[src/rtl/alu_lane_sequencer.sv]
`default_nettype none
// ============================================================================
// Module   : alu_lane_sequencer
// Brief    : Runs one masked vector ALU operation through a shared scalar
//            ALU, one enabled lane per cycle, and returns the assembled vector.
// Revision : 1.0 - initial release
// ============================================================================
module alu_lane_sequencer #(
    parameter int DATA_WIDTH = 8,
    parameter int LANES      = 4
) (
    input  logic                        clk,
    input  logic                        rst_n,
    input  logic                        req_valid,
    output logic                        req_ready,
    input  logic [2:0]                  req_op,
    input  logic [LANES*DATA_WIDTH-1:0] req_a,
    input  logic [LANES*DATA_WIDTH-1:0] req_b,
    input  logic [LANES-1:0]            req_mask,
    output logic [2:0]                  alu_op,
    output logic [DATA_WIDTH-1:0]       alu_a,
    output logic [DATA_WIDTH-1:0]       alu_b,
    input  logic [DATA_WIDTH-1:0]       alu_result,
    input  logic                        alu_neg,
    input  logic                        alu_zero,
    output logic                        rsp_valid,
    input  logic                        rsp_ready,
    output logic [LANES*DATA_WIDTH-1:0] rsp_result,
    output logic                        rsp_zero,
    output logic                        rsp_neg,
    output logic [LANES-1:0]            rsp_lane_neg
);

    localparam int         c_LW       = (LANES > 1) ? $clog2(LANES) : 1;
    localparam logic [1:0] c_ST_IDLE  = 2'd0;
    localparam logic [1:0] c_ST_EXEC  = 2'd1;
    localparam logic [1:0] c_ST_DONE  = 2'd2;

    logic [1:0]                  r_state;
    logic [2:0]                  r_op;
    logic [LANES*DATA_WIDTH-1:0] r_a;
    logic [LANES*DATA_WIDTH-1:0] r_b;
    logic [LANES-1:0]            r_mask;
    logic [c_LW-1:0]             r_lane;
    logic [LANES*DATA_WIDTH-1:0] r_result;
    logic [LANES-1:0]            r_lane_neg;
    logic [LANES-1:0]            r_lane_zero;
    logic                        r_flags_valid;

    logic [c_LW-1:0]             w_first_lane;
    logic [c_LW-1:0]             w_next_lane;
    logic                        w_has_next;
    logic                        w_exec;

    // Downward scans leave the lowest qualifying lane as the final assignment.
    always_comb begin
        w_first_lane = '0;
        w_next_lane  = '0;
        w_has_next   = 1'b0;
        for (int i = LANES - 1; i >= 0; i--) begin
            if (req_mask[i]) begin
                w_first_lane = c_LW'(i);
            end
            if (r_mask[i] && (i > int'(r_lane))) begin
                w_next_lane = c_LW'(i);
                w_has_next  = 1'b1;
            end
        end
    end

    assign w_exec       = (r_state == c_ST_EXEC);
    assign req_ready    = (r_state == c_ST_IDLE);
    assign rsp_valid    = (r_state == c_ST_DONE);
    assign alu_op       = w_exec ? r_op : 3'b000;
    assign alu_a        = w_exec ? r_a[r_lane*DATA_WIDTH +: DATA_WIDTH] : '0;
    assign alu_b        = w_exec ? r_b[r_lane*DATA_WIDTH +: DATA_WIDTH] : '0;
    assign rsp_result   = r_result;
    assign rsp_lane_neg = r_lane_neg;
    assign rsp_neg      = |r_lane_neg;
    // Disabled lanes count as zero so an empty mask reports zero; gated to 0 out of reset.
    assign rsp_zero     = r_flags_valid & (&(r_lane_zero | ~r_mask));

    always_ff @(posedge clk or negedge rst_n) begin
        if (!rst_n) begin
            r_state       <= c_ST_IDLE;
            r_op          <= '0;
            r_a           <= '0;
            r_b           <= '0;
            r_mask        <= '0;
            r_lane        <= '0;
            r_result      <= '0;
            r_lane_neg    <= '0;
            r_lane_zero   <= '0;
            r_flags_valid <= 1'b0;
        end else begin
            case (r_state)
                c_ST_IDLE: begin
                    if (req_valid) begin
                        r_op          <= req_op;
                        r_a           <= req_a;
                        r_b           <= req_b;
                        r_mask        <= req_mask;
                        r_result      <= req_a;
                        r_lane_neg    <= '0;
                        r_lane_zero   <= '0;
                        r_flags_valid <= 1'b1;
                        r_lane        <= w_first_lane;
                        r_state       <= (req_mask == '0) ? c_ST_DONE : c_ST_EXEC;
                    end
                end
                c_ST_EXEC: begin
                    r_result[r_lane*DATA_WIDTH +: DATA_WIDTH] <= alu_result;
                    r_lane_neg[r_lane]  <= alu_neg;
                    r_lane_zero[r_lane] <= alu_zero;
                    if (w_has_next) begin
                        r_lane <= w_next_lane;
                    end else begin
                        r_state <= c_ST_DONE;
                    end
                end
                c_ST_DONE: begin
                    if (rsp_ready) begin
                        r_state <= c_ST_IDLE;
                    end
                end
                default: r_state <= c_ST_IDLE;
            endcase
        end
    end

endmodule
`default_nettype wire
[config.mk]
export PLATFORM = sky130hd
export DESIGN_NAME = alu_lane_sequencer
export DESIGN_NICKNAME = d
export VERILOG_FILES = /design/src/rtl/alu_lane_sequencer.sv
export SDC_FILE = /design/constraint.sdc
export NUM_CORES = 1
export LEC_CHECK = 0
export ABC_AREA = 1
export CAP_MARGIN = 30
export CORE_ASPECT_RATIO = 0.75
export CORE_MARGIN = 2
export CORE_UTILIZATION = 40
export DETAILED_ROUTE_END_ITERATION = 12
export PLACE_DENSITY = 0.78
export SYNTH_ARGS = -nofsm -noshare
export SYNTH_HDL_FRONTEND = slang
export SYNTH_SLANG_ARGS = --single-unit
[constraint.sdc]
create_clock -name clk -period 2.25 [get_ports clk]
set_input_delay 0.3375 -clock clk [delete_from_list [all_inputs] [get_ports clk]]
set_output_delay 0.3375 -clock clk [all_outputs]
set_load 0.05 [all_outputs]
==> impl_metrics.env, run 1 <==
export IMPL_outcome="finished clean"
export IMPL_avgSynthCellArea_um2=8.64
export IMPL_n_antenna_cell=0
export IMPL_numPortBuffers=143
export IMPL_multi_input_area_um2=2430
export IMPL_clock_latency_ns=0.42
export IMPL_cp_max_fo=13
export IMPL_grt_max_degree=55
export IMPL_ys_seq_area_share_pct=50.8
export IMPL_rrSetupSlack_ns=0.30
export IMPL_crit_chain="buf_4, clkbuf_16, nor2_1, nor2_1, o21ai_0, a21oi_1, buf_4"
export IMPL_area_growth_pct=40.7
export IMPL_drc=0
export IMPL_worst_ep_arrival_time_ns=1.89
export IMPL_place_congestion=0.915
export IMPL_grt_pass1_wl_um=25900
export IMPL_yosysWarnings=0
export IMPL_vias=5153
export IMPL_reg2reg_depth=9
export IMPL_drt_iter0_markers=423
export IMPL_final_net_count=902
export IMPL_drt_pass1_iterations=5
export IMPL_path_delay_family="buffers and inverters"
export IMPL_leakage_nw=3.67
export IMPL_required_ns=1.91
export IMPL_cpMaxStageDelayCell="dfrtp_2"
export IMPL_grt_usage_pct=22.2
export IMPL_clock_sinks=116
export IMPL_netlist_instances=661
export IMPL_holdWs_ns=0.452
export IMPL_min_period_ns=2.23
export IMPL_ys_ff_latch=116
export IMPL_setup_viol=0
export IMPL_async_flop_share_pct=100
export IMPL_fmax_mhz=448
export IMPL_crit_type="flip-flop to output port"
export IMPL_total_power_w=0.0140
export IMPL_vdd_drop_max_uv=1110
export IMPL_detail_route_wl_per_cell_um=16.5
export IMPL_start_kind="flip-flop"
export IMPL_relSlewSlack_pct=65.0
export IMPL_die_w_um=142
export IMPL_clockBufferDepth=2
export IMPL_post_route_period_util_pct=99.2
export IMPL_die_area_um2=15300
export IMPL_cp_depth=7
export IMPL_drv_cap=0
export IMPL_clock_root_buffer="clkbuf_16"
export IMPL_row_count=37
export IMPL_powerDensity_nw_per_um2=1750
export IMPL_hold_viol=0
export IMPL_die_height_um=107
export IMPL_synth_nets=751
export IMPL_ant_nets=0
export IMPL_slew_viol_final=0
export IMPL_crit_path_end="alu_a[7]"
export IMPL_syn_area_um2=5710
export IMPL_grt_pass1_vias=4961
export IMPL_layout_drive_gt1_share_pct=16.8
export IMPL_yosysUniqueCellTypes=27
export IMPL_clk_pin_slew_ns=0.06
export IMPL_core_area_um2=13800
export IMPL_rsz0062_at_grt="true"
export IMPL_h_tree_depth=4
export IMPL_cp_slowest_stage_delay_ns=0.48
export IMPL_regArea_um2=2900
export IMPL_cp_buffers_inverters=3
export IMPL_endpoint_kind="output port"
export IMPL_startpoint="r_lane[0]"
export IMPL_grt_antenna_before_repair=0
export IMPL_finClkSkew_ns=0.00772
export IMPL_start_util_pct=41.3
export IMPL_gr_total_overflow=0
export IMPL_r2r_start="r_lane[0]"
export IMPL_dp_hpwl_um=11900
export IMPL_r2r_end="rsp_result[10]"
export IMPL_fill_cells=1171
export IMPL_holdCritPathClass="input port to asynchronous set/reset pin"
export IMPL_worst_slew_pin_slew_ns=0.526
export IMPL_wl_um=16500
export IMPL_cts_buffers=17
export IMPL_synth_ff_type="dfrtp_1"
export IMPL_avgViaCountPerCell=5.15
export IMPL_synth_edf_count=0
export IMPL_tritoncts="yes"
export IMPL_pin_count=144
[worst reg2reg max path: stages, from the launching register on]
cell	delay (ns)
dfrtp_2	0.48
clkinv_1	0.18
ha_1	0.28
inv_1	0.29
nand2_1	0.17
nor2_1	0.18
inv_1	0.06
nor2_1	0.10
nor2_1	0.05
nor2_1	0.08
[Yosys cell counts, drive strengths merged, types with 2 or more instances]
cell / count / area, um2
nor2: 182 / 706
dfrtp: 116 / 2900
nand2: 96 / 402
o21ai: 70 / 350
mux2: 49 / 552
inv: 44 / 165
a21oi: 33 / 165
buf: 27 / 195
nand3: 15 / 85.1
clkbuf: 6 / 22.5
o22ai: 6 / 37.5
ha: 5 / 62.6
nor3: 5 / 25.0
nand4: 3 / 18.8
clkinv: 2 / 7.51
[layout by cell type (no fill, tap or decap), types with 2 or more instances in the layout]
master           synthesis  final
nand3_1                 13     13
ha_1                     5      5
clkbuf_16                0     18
nor2_4                   3      3
mux2_2                  49     49
dfrtp_1                116    115
clkinv_4                 0      4
o21ai_0                 64     61
nand4_1                  3      3
o21ai_1                  6      9
o22ai_1                  6      6
nand2_2                  4      3
inv_2                    1      2
nor2_1                 179    179
nand3_2                  2      2
bufinv_16                0      5
nand2_1                 89     89
clkdlybuf4s50_1          0    120
nor3_1                   5      5
nand2_4                  2      3
inv_1                   43     43
clkinvlp_4               0      3
a21oi_1                 33     32
buf_4                    2     34
buf_12                   0      7
[worst min path at each step]
stage / startpoint / end / slack (ns)
2_1_floorplan: rst_n / r_a[0] / 0.04
3_3_place_gp: rst_n / r_op[2] / 0.35
3_5_place_dp: rst_n / r_op[2] / 0.34
4_1_cts: rst_n / r_op[2] / 0.46
5_1_grt: rst_n / r_op[2] / 0.49
6_report: rst_n / r_op[2] / 0.45
[kinds of logic after synthesis]
family	count (synthesis)	synth area share (%)
flops	116	50.8
mux	49	9.66
compound gates	110	9.81
fa+ha+maj	5	1.10
simple gates	302	21.8
buf+inv	79	6.83
[layer usage]
metal  vias up  global-route usage (%)  routed length (um)
li1       2442                       -                   -
met1      2478                    31.3                7500
met2       199                    32.9                7430
met3        34                    5.07                1120
met4         0                    9.71                 427
met5         -                       0                   0
[sequential cells by signal, indices dropped and copies added, names as in the netlist]
name,cells
r_a,32
r_b,32
r_flags_valid,1
r_lane,2
r_lane_zero,4
r_mask,4
r_op,3
r_state,2
rsp_lane_neg,4
rsp_result,32
[power breakdown]
| part | internal [W] | leakage [nW] | switching (W) |
|---|---|---|---|
| registers | 0.00314 | 1.37 | 0.000608 |
| logic | 0.00262 | 1.99 | 0.00465 |
| clock network | 0.00198 | 0.309 | 0.00105 |
[stage by stage]
step / TNS (ns) / area (um2) / utilization [%] / setup WS (ns) / instances
floorplan: 0 / 5710 / - / 0.0588 / 661
global placement: 0 / 7320 / 52.9 / 0.345 / 965
detailed placement: 0 / 7320 / 52.9 / 0.300 / 965
CTS: 0 / 7990 / 57.7 / 0.0152 / 998
global route: -0.0820 / 8040 / 58.0 / -0.0389 / 1000
finish: 0 / 8040 / 58.0 / 0.0188 / 1000
[layout make-up]
type                            instances  area share (%)
Tap cell                              175            2.73
Timing Repair Buffer                  165            20.6
Multi-Input combinational cell        466            30.2
Inverter                               46            2.15
Clock buffer                           18            5.34
Sequential cell                       116            36.1
Clock inverter                         14            2.83
[timing repair]
action | in CTS | in global routing
gates cloned | 0 | 1
endpoints found under the hold margin | 37 | 0
pin swaps | 0 | 2
hold buffers | 1 | 0
resized for setup | 1 | 7
setup buffers | 0 | 1
setup endpoints to repair | 4 | 7
Power figures use the tool's default switching activity.
==> run 2: changes to the inputs <==
--- a/config.mk
+++ b/config.mk
@@ -10,6 +10,7 @@
 export CORE_ASPECT_RATIO = 0.75
 export CORE_MARGIN = 2
 export CORE_UTILIZATION = 40
+export CTS_CLUSTER_DIAMETER = 150
 export DETAILED_ROUTE_END_ITERATION = 12
 export PLACE_DENSITY = 0.78
 export SYNTH_ARGS = -nofsm -noshare
==> results of run 2 <==
The final DEF is identical to that of run 1; final timing and power are the same.
==> run 3: changes to the inputs <==
--- a/config.mk
+++ b/config.mk
@@ -8,7 +8,6 @@
 export ABC_AREA = 1
 export CAP_MARGIN = 30
 export CORE_ASPECT_RATIO = 0.75
-export CORE_MARGIN = 2
 export CORE_UTILIZATION = 40
 export CTS_CLUSTER_DIAMETER = 150
 export DETAILED_ROUTE_END_ITERATION = 12
==> run 3 against run 2 <==
- final cell count decreased by 0.50%
- sequential power about the same
- die area decreased by 3.2%
- worst setup slack improved by 0.061 ns
- sequential cell count unchanged
- largest cell class unchanged
==> impl_metrics.env, run 3 (synthesis results as in run 1) <==
export IMPL_outcome="finished clean"
export IMPL_wl_um=16200
export IMPL_pin_count=144
export IMPL_internal_power_w=0.00744
export IMPL_core_area_um2=13800
export IMPL_drt_pass1_iterations=5
export IMPL_seqPwrFrac_pct=27.2
export IMPL_cts_buffers=17
export IMPL_worst_slew_pin_slew_ns=0.663
export IMPL_endpoint_kind="output port"
export IMPL_place_congestion=0.887
export IMPL_vias=5015
export IMPL_clock_root_buffer="clkbuf_16"
export IMPL_clock_latency_ns=0.41
export IMPL_start_util_pct=41.3
export IMPL_finish_utilization_pct=57.3
export IMPL_clockBufferDepth=2
export IMPL_worst_ep_arrival_time_ns=1.83
export IMPL_rsz0062_at_grt="false"
export IMPL_cp_max_fo=4
export IMPL_gr_total_overflow=0
export IMPL_layout_common_cells="nor2_1, clkdlybuf4s50_1, dfrtp_1"
export IMPL_leakage_nw=3.61
export IMPL_layout_commonest_cell="nor2_1"
export IMPL_total_power_w=0.0137
export IMPL_layout_cells_non_filler=995
export IMPL_start_kind="flip-flop"
export IMPL_required_ns=1.91
export IMPL_min_period_ns=2.17
export IMPL_setup_viol=0
export IMPL_swShare_pct=45.6
export IMPL_fmax_mhz=461
export IMPL_grt_pass1_wl_um=26100
export IMPL_die_area_um2=14800
export IMPL_drc=0
export IMPL_h_tree_depth=4
export IMPL_drv_cap=0
export IMPL_drt_iter0_markers=413
export IMPL_die_height_um=105
export IMPL_layout_drive_gt1_share_pct=16.3
export IMPL_die_w_um=140
export IMPL_pre_cts_slack_ns=0.392
export IMPL_tritoncts="yes"
export IMPL_clk_pin_slew_ns=0.06
export IMPL_row_count=37
export IMPL_finClkSkew_ns=0.00698
export IMPL_n_antenna_cell=0
export IMPL_pwr_share_clk_pct=20.5
export IMPL_comb_power_share_pct=52.3
export IMPL_detail_route_wl_per_cell_um=16.3
export IMPL_area_growth_pct=38.9
export IMPL_final_net_count=897
export IMPL_postCtsSetupBuffers=0
export IMPL_grt_usage_pct=23.2
export IMPL_holdCritPathClass="flip-flop to flip-flop"
export IMPL_grt_antenna_before_repair=0
export IMPL_avgViaCountPerCell=5.04
export IMPL_slew_viol_final=0
export IMPL_setup_tns_ns=0
export IMPL_clock_sinks=116
export IMPL_relSlewSlack_pct=55.8
export IMPL_ant_nets=0
export IMPL_vdd_drop_max_uv=1130
export IMPL_crit_chain="nor2_4, clkdlybuf4s50_1"
export IMPL_hold_viol=0
export IMPL_p_sw_w=0.00623
export IMPL_powerDensity_nw_per_um2=1720
export IMPL_post_route_period_util_pct=96.4
export IMPL_place_inst=962
export IMPL_cp_slowest_stage_delay_ns=0.82
export IMPL_cpMaxStageDelayCell="clkdlybuf4s50_1"
export IMPL_grt_max_degree=58
export IMPL_setup_slack_ns=0.0802
export IMPL_crit_type="flip-flop to output port"
export IMPL_grt_pass1_vias=4803
export IMPL_numPortBuffers=143
export IMPL_dp_hpwl_um=11700
[run 3: cell types whose count changed in the layout (fill, tap and decap cells not counted), sizes merged]
cell,change
clkbuf,-1
clkdlybuf4s50,+1
bufinv,-2
dlymetal6s2s,-1
clkinvlp,+2
buf,-4
[run 3: worst paths after layout]
check	endpoint	cells after the start	slack (ns)	startpoint
worst min-delay path	r_flags_valid	2	0.48	r_flags_valid
worst max register to register	rsp_result[10]	9	0.35	r_lane[1]
min in group asynchronous	r_op[0]	2	0.49	rst_n
max in group asynchronous	r_lane_zero[3]	3	1.05	rst_n
worst min register to register	r_flags_valid	2	0.48	r_flags_valid
worst max-delay path	req_ready	2	0.08	r_state[0]
[run 3: power groups by stage]
stage,Clock [W],Sequential (W),Combinational (W)
3_3_place_gp,0,0.00369,0.00702
6_report,0.00280,0.00372,0.00714
5_1_grt,0.00293,0.00384,0.00770
4_1_cts,0.00283,0.00371,0.00715
3_5_place_dp,0,0.00373,0.00711
2_1_floorplan,0,0.00474,0.00390
[run 3: metrics by stage]
stage / hold slack [ns] / instance area (um2)
floorplan: 0.0419 / 5710
global placement: 0.389 / 7300
detailed placement: 0.400 / 7300
CTS: 0.477 / 7930
global route: 0.504 / 7930
finish: 0.480 / 7930
[run 3: worst max-delay path, delay by kind of cell, from the launching register on]
| family | cells | cell delay [ns] |
|---|---|---|
| flip-flops | 1 | 0.43 |
| AND/OR/NAND/NOR | 1 | 0.17 |
| buffers and inverters | 1 | 0.82 |
[run 3: timing repair]
item                                    in CTS  in global routing
endpoints found under the setup margin       0                 12
endpoints found under the hold margin       43                  0
hold buffers                                 1                  0
gates resized for setup                      0                  2
[run 3: per-layer routing]
metal / up-vias / routed length, um / track usage, %
met1: 2367 / 7720 / 33.9
met5: - / 0 / 0
li1: 2425 / - / -
met2: 201 / 7010 / 34.0
met3: 22 / 1250 / 5.63
met4: 0 / 205 / 6.99
[run 3: layout make-up]
cell class	instances	area [um2]
Clock buffer	18	439
Clock inverter	14	178
Fill cell	1194	5910
Inverter	46	176
Multi-Input combinational cell	466	2420
Sequential cell	116	2900
Tap cell	175	219
Timing Repair Buffer	160	1590
